### config.mk
export PLATFORM = sky130hd
export DESIGN_NAME = spram_ring_ctrl
export DESIGN_NICKNAME = d
export VERILOG_FILES = /design/src/rtl/spram_ring_ctrl.sv
export SDC_FILE = /design/constraint.sdc
export NUM_CORES = 1
export LEC_CHECK = 0
export ABC_AREA = 1
export CAP_MARGIN = 25
export CORE_ASPECT_RATIO = 2
export CORE_MARGIN = 10
export CORE_UTILIZATION = 63
export DETAILED_ROUTE_END_ITERATION = 7
export DONT_BUFFER_PORTS = 1
export HOLD_SLACK_MARGIN = 0.12
export PLACE_DENSITY = 0.79
export SLEW_MARGIN = 0
export SYNTH_ARGS = -nofsm -noshare
export SYNTH_HDL_FRONTEND = slang
export SYNTH_SLANG_ARGS = --single-unit
### constraint.sdc
create_clock -name clk -period 5 [get_ports clk]
set_input_delay 0.5 -clock clk [delete_from_list [all_inputs] [get_ports clk]]
set_output_delay 0.5 -clock clk [all_outputs]
set_load 0.01 [all_outputs]
### src/rtl/spram_ring_ctrl.sv
// Ring-buffer FIFO controller that time-shares one single-port RAM between a write and a read stream.
// Define SPRAM_RING_OUTREG_EN when the RAM has an output register (read latency 2, 3-entry output buffer).
module spram_ring_ctrl #(
  parameter int ADDR_WIDTH = 10,
  parameter int DATA_WIDTH = 32
) (
  input  logic                  clk,
  input  logic                  rst_n,
  input  logic                  flush,
  input  logic                  s_valid,
  output logic                  s_ready,
  input  logic [DATA_WIDTH-1:0] s_data,
  output logic                  m_valid,
  input  logic                  m_ready,
  output logic [DATA_WIDTH-1:0] m_data,
  output logic [ADDR_WIDTH-1:0] ram_addr,
  output logic                  ram_wr_en,
  output logic [DATA_WIDTH-1:0] ram_wr_data,
  input  logic [DATA_WIDTH-1:0] ram_rd_data,
  output logic [ADDR_WIDTH:0]   level,
  output logic                  full,
  output logic                  empty
);

`ifdef SPRAM_RING_OUTREG_EN
  localparam int LAT        = 2;
  localparam int OBUF_DEPTH = 3;
`else
  localparam int LAT        = 1;
  localparam int OBUF_DEPTH = 2;
`endif
  localparam int CW = $clog2(OBUF_DEPTH + LAT + 1);
  localparam int PW = (OBUF_DEPTH > 1) ? $clog2(OBUF_DEPTH) : 1;

  typedef enum logic {GRANT_READ = 1'b0, GRANT_WRITE = 1'b1} grant_t;

  logic [ADDR_WIDTH:0]   wr_ptr, rd_ptr;
  grant_t                last_grant;
  logic [LAT-1:0]        tag_pipe;
  logic [DATA_WIDTH-1:0] obuf_mem [OBUF_DEPTH];
  logic [PW-1:0]         obuf_head, obuf_tail;
  logic [CW-1:0]         obuf_cnt, inflight;
  logic                  rd_req, wr_req, rd_grant, wr_grant;
  logic                  obuf_push, obuf_pop;

  function automatic logic [PW-1:0] ptr_next(input logic [PW-1:0] p);
    return (p == PW'(OBUF_DEPTH - 1)) ? '0 : p + 1'b1;
  endfunction

  assign level = wr_ptr - rd_ptr;
  assign full  = (level == {1'b1, {ADDR_WIDTH{1'b0}}});
  assign empty = (level == '0);

  always_comb begin
    inflight = '0;
    for (int i = 0; i < LAT; i++) inflight = inflight + CW'(tag_pipe[i]);
  end

  // Reads are only issued when the output buffer is guaranteed room for every word in flight.
  always_comb begin
    rd_req   = !empty && ((obuf_cnt + inflight) < CW'(OBUF_DEPTH));
    wr_req   = s_valid && !full;
    rd_grant = 1'b0;
    wr_grant = 1'b0;
    if (!flush) begin
      if (wr_req && (!rd_req || last_grant == GRANT_READ)) wr_grant = 1'b1;
      else if (rd_req)                                      rd_grant = 1'b1;
    end
  end

  assign s_ready     = !flush && !full && !(rd_req && last_grant == GRANT_WRITE);
  assign ram_wr_en   = wr_grant;
  assign ram_addr    = wr_grant ? wr_ptr[ADDR_WIDTH-1:0] : rd_ptr[ADDR_WIDTH-1:0];
  assign ram_wr_data = s_data;

  assign m_valid   = (obuf_cnt != '0);
  assign m_data    = obuf_mem[obuf_head];
  assign obuf_push = tag_pipe[LAT-1] && !flush;
  assign obuf_pop  = m_valid && m_ready && !flush;

  always_ff @(posedge clk or negedge rst_n) begin
    if (!rst_n) begin
      wr_ptr     <= '0;
      rd_ptr     <= '0;
      last_grant <= GRANT_READ;
    end else if (flush) begin
      wr_ptr     <= '0;
      rd_ptr     <= '0;
      last_grant <= GRANT_READ;
    end else begin
      if (wr_grant) begin
        wr_ptr     <= wr_ptr + 1'b1;
        last_grant <= GRANT_WRITE;
      end
      if (rd_grant) begin
        rd_ptr     <= rd_ptr + 1'b1;
        last_grant <= GRANT_READ;
      end
    end
  end

  // Each tag marks a RAM read whose data lands on ram_rd_data when it leaves the pipe.
  always_ff @(posedge clk or negedge rst_n) begin
    if (!rst_n) begin
      tag_pipe <= '0;
    end else if (flush) begin
      tag_pipe <= '0;
    end else begin
      tag_pipe[0] <= rd_grant;
      for (int i = 1; i < LAT; i++) tag_pipe[i] <= tag_pipe[i-1];
    end
  end

  always_ff @(posedge clk or negedge rst_n) begin
    if (!rst_n) begin
      obuf_head <= '0;
      obuf_tail <= '0;
      obuf_cnt  <= '0;
      for (int i = 0; i < OBUF_DEPTH; i++) obuf_mem[i] <= '0;
    end else if (flush) begin
      obuf_head <= '0;
      obuf_tail <= '0;
      obuf_cnt  <= '0;
    end else begin
      if (obuf_push) begin
        obuf_mem[obuf_tail] <= ram_rd_data;
        obuf_tail           <= ptr_next(obuf_tail);
      end
      if (obuf_pop) obuf_head <= ptr_next(obuf_head);
      if (obuf_push && !obuf_pop)      obuf_cnt <= obuf_cnt + 1'b1;
      else if (!obuf_push && obuf_pop) obuf_cnt <= obuf_cnt - 1'b1;
    end
  end

endmodule

==> results.py <==
metrics = {
    "routing": {
        "routed_via_density": 5.74,
        "vias": 4750,
        "drt-total-wl_um": 14400,
        "drtAntennaViolNets": 0,
        "avgRoutedWirePerCell_um": 17.4,
        "firstDrtPassIters": 7,
        "drt-initial-drc-count": 300,
        "drc": 0,
    },
    "floorplanning": {
        "num_rows": 49,
        "start_util": 0.641,
        "die_w_um": 87.3,
        "die_y_um": 155,
        "io_pins": 159,
        "dieArea_mm2": 0.0135,
        "core_mm2": 0.00889,
    },
    "worst_setup_path": {
        "crit_fanout": 24,
        "critPathSlowestCell": "fa_1",
        "crit_path_end_kind": "output pin",
        "crit_arrival_ps": 3400,
        "rrSetupSlack_ps": 1550,
        "rr_worst_depth": 16,
        "cp_slowest_stage_delay_ps": 500,
        "path_cells": "inv_1 > ha_1 > inv_1 > fa_1 > or2_1 > nor2_1 > nand3_1 > nor2_2 > nand3_2 > nor2_4 > nand2_2 > nand3_4 > nand3_4 > o21ai_2",
        "critPathKind": "reg -> out",
        "critPathLaunchType": "register",
        "cp_data_required_time_ps": 4500,
        "r2r-start": "wr_ptr[0]",
        "r2r-end": "rd_ptr[7]",
    },
    "power_and_ir_drop": {
        "finalPower_uw": 3200,
        "clkPwrFrac": 0.228,
        "ir_worst_vdd_uv": 343,
        "p_per_area_mw_per_mm2": 547,
        "combPwrFrac": 0.406,
        "p_leak_uw": 0.00322,
        "swShare": 0.432,
        "p_seq_frac": 0.366,
        "p_switching_uw": 1380,
        "cellInternalPower_uw": 1810,
    },
    "clock_network": {
        "clock_latency_ps": 340,
        "cts_buffers": 9,
        "cts_root_buffer": "clkbuf_16",
        "cts_tree": "done",
        "cts_sinks": 92,
        "postCtsResizedCells": 0,
        "clk_pin_slew_ps": 70,
        "htreeDepth": 3,
        "cts_buffer_depth": 2,
    },
    "synth": {
        "yosysSeqAreaShare": 0.404,
        "synth_fp_nets": 850,
        "yosysWarnings": 0,
        "syn_inst": 768,
        "synth.top_cell.area_share": 0.404,
        "synth.avg_cell_area_um2": 7.42,
        "yosys-top-cells-area": "dfrtp_1 (40%), nand2_1 (17%), inv_1 (6.8%), o21ai_0 (6.1%), nand3_1 (4.3%)",
        "synth_top_area_cell": "dfrtp_1",
        "synth-seq-cells": 92,
        "netlist_area_mm2": 0.00570,
        "synth_cell_type_count": 34,
    },
    "layout": {
        "area_growth_pct": 2.48,
        "insertedDiodeCount": 0,
        "drive_above_1_share": 0.102,
        "multi_input_area_mm2": 0.00258,
        "fillCellCount": 781,
        "fin_nets": 804,
        "final_core_util": 0.657,
        "seqCellArea_mm2": 0.00230,
    },
    "timing": {
        "rsz0062_at_grt": "false",
        "fin_skew_ps": 12.1,
        "min_period_ps": 3900,
        "worst_slew_pin_slew_ps": 1020,
        "fmax_mhz": 256,
        "hold_viol_final": 0,
        "relSlewSlack": 0.315,
        "slew_violations": 0,
        "layout_setup_ws_ps": 1100,
        "totalNegativeSetupSlack_ps": 0,
        "setup_viol": 0,
        "finalCritPeriodShare": 0.780,
    },
    "global_route": {
        "grt_pass1_vias": 4819,
        "antenna_found_initial": 0,
        "grt_usage": 0.213,
        "grt-ovfl-total": 0,
        "grt_max_degree": 93,
        "grt_pass1_wl_um": 23100,
    },
    "place": {
        "portBuffers": 0,
        "place_ws_ps": 1490,
        "dp_hpwl_um": 10700,
        "gp_congestion": 0.944,
    },
    "worst_hold_path": {
        "worstHoldPathCells": 1,
        "min-delay-start": "flush",
        "hold_path_end": "tag_pipe",
        "hold_class": "in -> reg",
    },
    "run_status": {
        "outcome": "finished, final reports clean",
    },
    "run": {
        "cap_viol_max_count": 0,
    },
}
==> power by group through the flow <==
stage                     logic (µW)  clock network, µW  registers, µW
after global routing            1460                772           1200
after CTS                       1290                745           1170
after detailed placement        1270                  0           1180
after global placement          1220                  0           1160
after floorplan                 1050                  0           1130
final                           1300                729           1170
==> worst max-delay path by stage <==
| stage | from | to | cells after the start |
|---|---|---|---|
| after CTS | wr_ptr[0] | ram_addr[6] | 14 |
| after floorplan | wr_ptr[0] | ram_addr[0] | 15 |
| after global placement | wr_ptr[0] | ram_addr[0] | 14 |
| final | wr_ptr[0] | ram_addr[6] | 14 |
| after detailed placement | wr_ptr[0] | ram_addr[6] | 14 |
| after global routing | wr_ptr[0] | ram_addr[0] | 14 |
==> sequential cells by signal (all words and copies together) (netlist names) <==
name and cells:
obuf_head 1, obuf_cnt 2, rd_ptr 11, wr_ptr 11
obuf_tail 1, obuf_mem 64, last_grant 1, tag_pipe 1
==> synth_stat cells <==
| cell type | number |
|---|---|
| a21oi_1 | 5 |
| a21oi_2 | 1 |
| buf_12 | 1 |
| buf_2 | 5 |
| buf_4 | 32 |
| buf_6 | 3 |
| buf_8 | 1 |
| clkbuf_1 | 21 |
| clkinv_1 | 1 |
| dfrtp_1 | 92 |
| fa_1 | 1 |
| ha_1 | 12 |
| inv_1 | 103 |
| inv_2 | 5 |
| inv_4 | 1 |
| nand2_1 | 257 |
| nand2_2 | 12 |
| nand2_4 | 2 |
| nand3_1 | 49 |
| nand3_2 | 11 |
| nand3_4 | 2 |
| nand3b_1 | 3 |
| nand4_1 | 17 |
| nand4_2 | 1 |
| nor2_1 | 14 |
| nor2_2 | 2 |
| nor2_4 | 2 |
| nor3_1 | 4 |
| nor4_1 | 7 |
| o21ai_0 | 69 |
| o21ai_2 | 13 |
| o21bai_1 | 1 |
| or2_1 | 1 |
| xor2_1 | 17 |
==> cell type report <==
cell class / count / area share
well taps: 102 / 0.0218
clock inverters: 6 / 0.0165
repair buffers: 6 / 0.0171
clock buffers: 9 / 0.0385
multi-input cells: 503 / 0.441
inverters: 110 / 0.0711
flip-flops and latches: 92 / 0.394
==> kinds of logic (layout without fill, tap and decap cells) <==
logic type / after synthesis / count (layout) / synth area share
simple gates: 384 / 384 / 0.307
buf+inv: 173 / 131 / 0.145
flops: 92 / 92 / 0.404
compound gates: 89 / 89 / 0.0878
xor+xnor: 17 / 17 / 0.0261
fa+ha+maj: 13 / 13 / 0.0298
==> cells in the final DEF (no fill, tap or decap), types with 2 or more instances in the layout <==
cell type / count
dfrtp_1: 92
buf_16: 2
nor2_1: 14
inv_1: 103
nor3_1: 4
buf_4: 2
nand3b_1: 3
ha_1: 12
nand3_4: 2
nand2_1: 255
a21oi_1: 5
o21ai_2: 13
nand3_2: 11
xor2_1: 17
bufinv_16: 2
nand3_1: 49
nor2_4: 2
nand2_4: 2
inv_2: 5
nor4_1: 7
o21ai_0: 69
nor2_2: 2
clkbuf_16: 9
nand4_1: 17
nand2_2: 14
==> timing repair <==
item	4_1_cts	5_1_grt
buffers inserted	0	0
hold endpoints to repair	92	0
hold buffers	2	0
==> per-layer routing <==
| layer | track usage | share of wire | vias up |
|---|---|---|---|
| li1 | - | - | 2273 |
| met1 | 0.213 | 0.35 | 2215 |
| met3 | 0.0700 | 0.072 | 54 |
| met4 | 0.156 | 0.068 | 0 |
| met5 | 0 | 0 | - |
| met2 | 0.352 | 0.51 | 208 |
==> worst max-delay path, delay by kind of cell (launching register included) <==
| kind | cells | cell delay (ps) |
|---|---|---|
| compound gates | 1 | 310 |
| fa+ha+maj | 2 | 720 |
| buf+inv | 2 | 270 |
| flops | 1 | 450 |
| simple gates | 9 | 1310 |
==> through the flow <==
step                instance area (µm²)  hold WS [ps]  std cells
global route                       5840           211        828
finish                             5840           219        828
detailed placement                 5440           208        809
global placement                   5440           207        809
floorplan                          5700           204        768
CTS                                5800           209        826
Note: power is estimated with default switching activity, not from simulation.
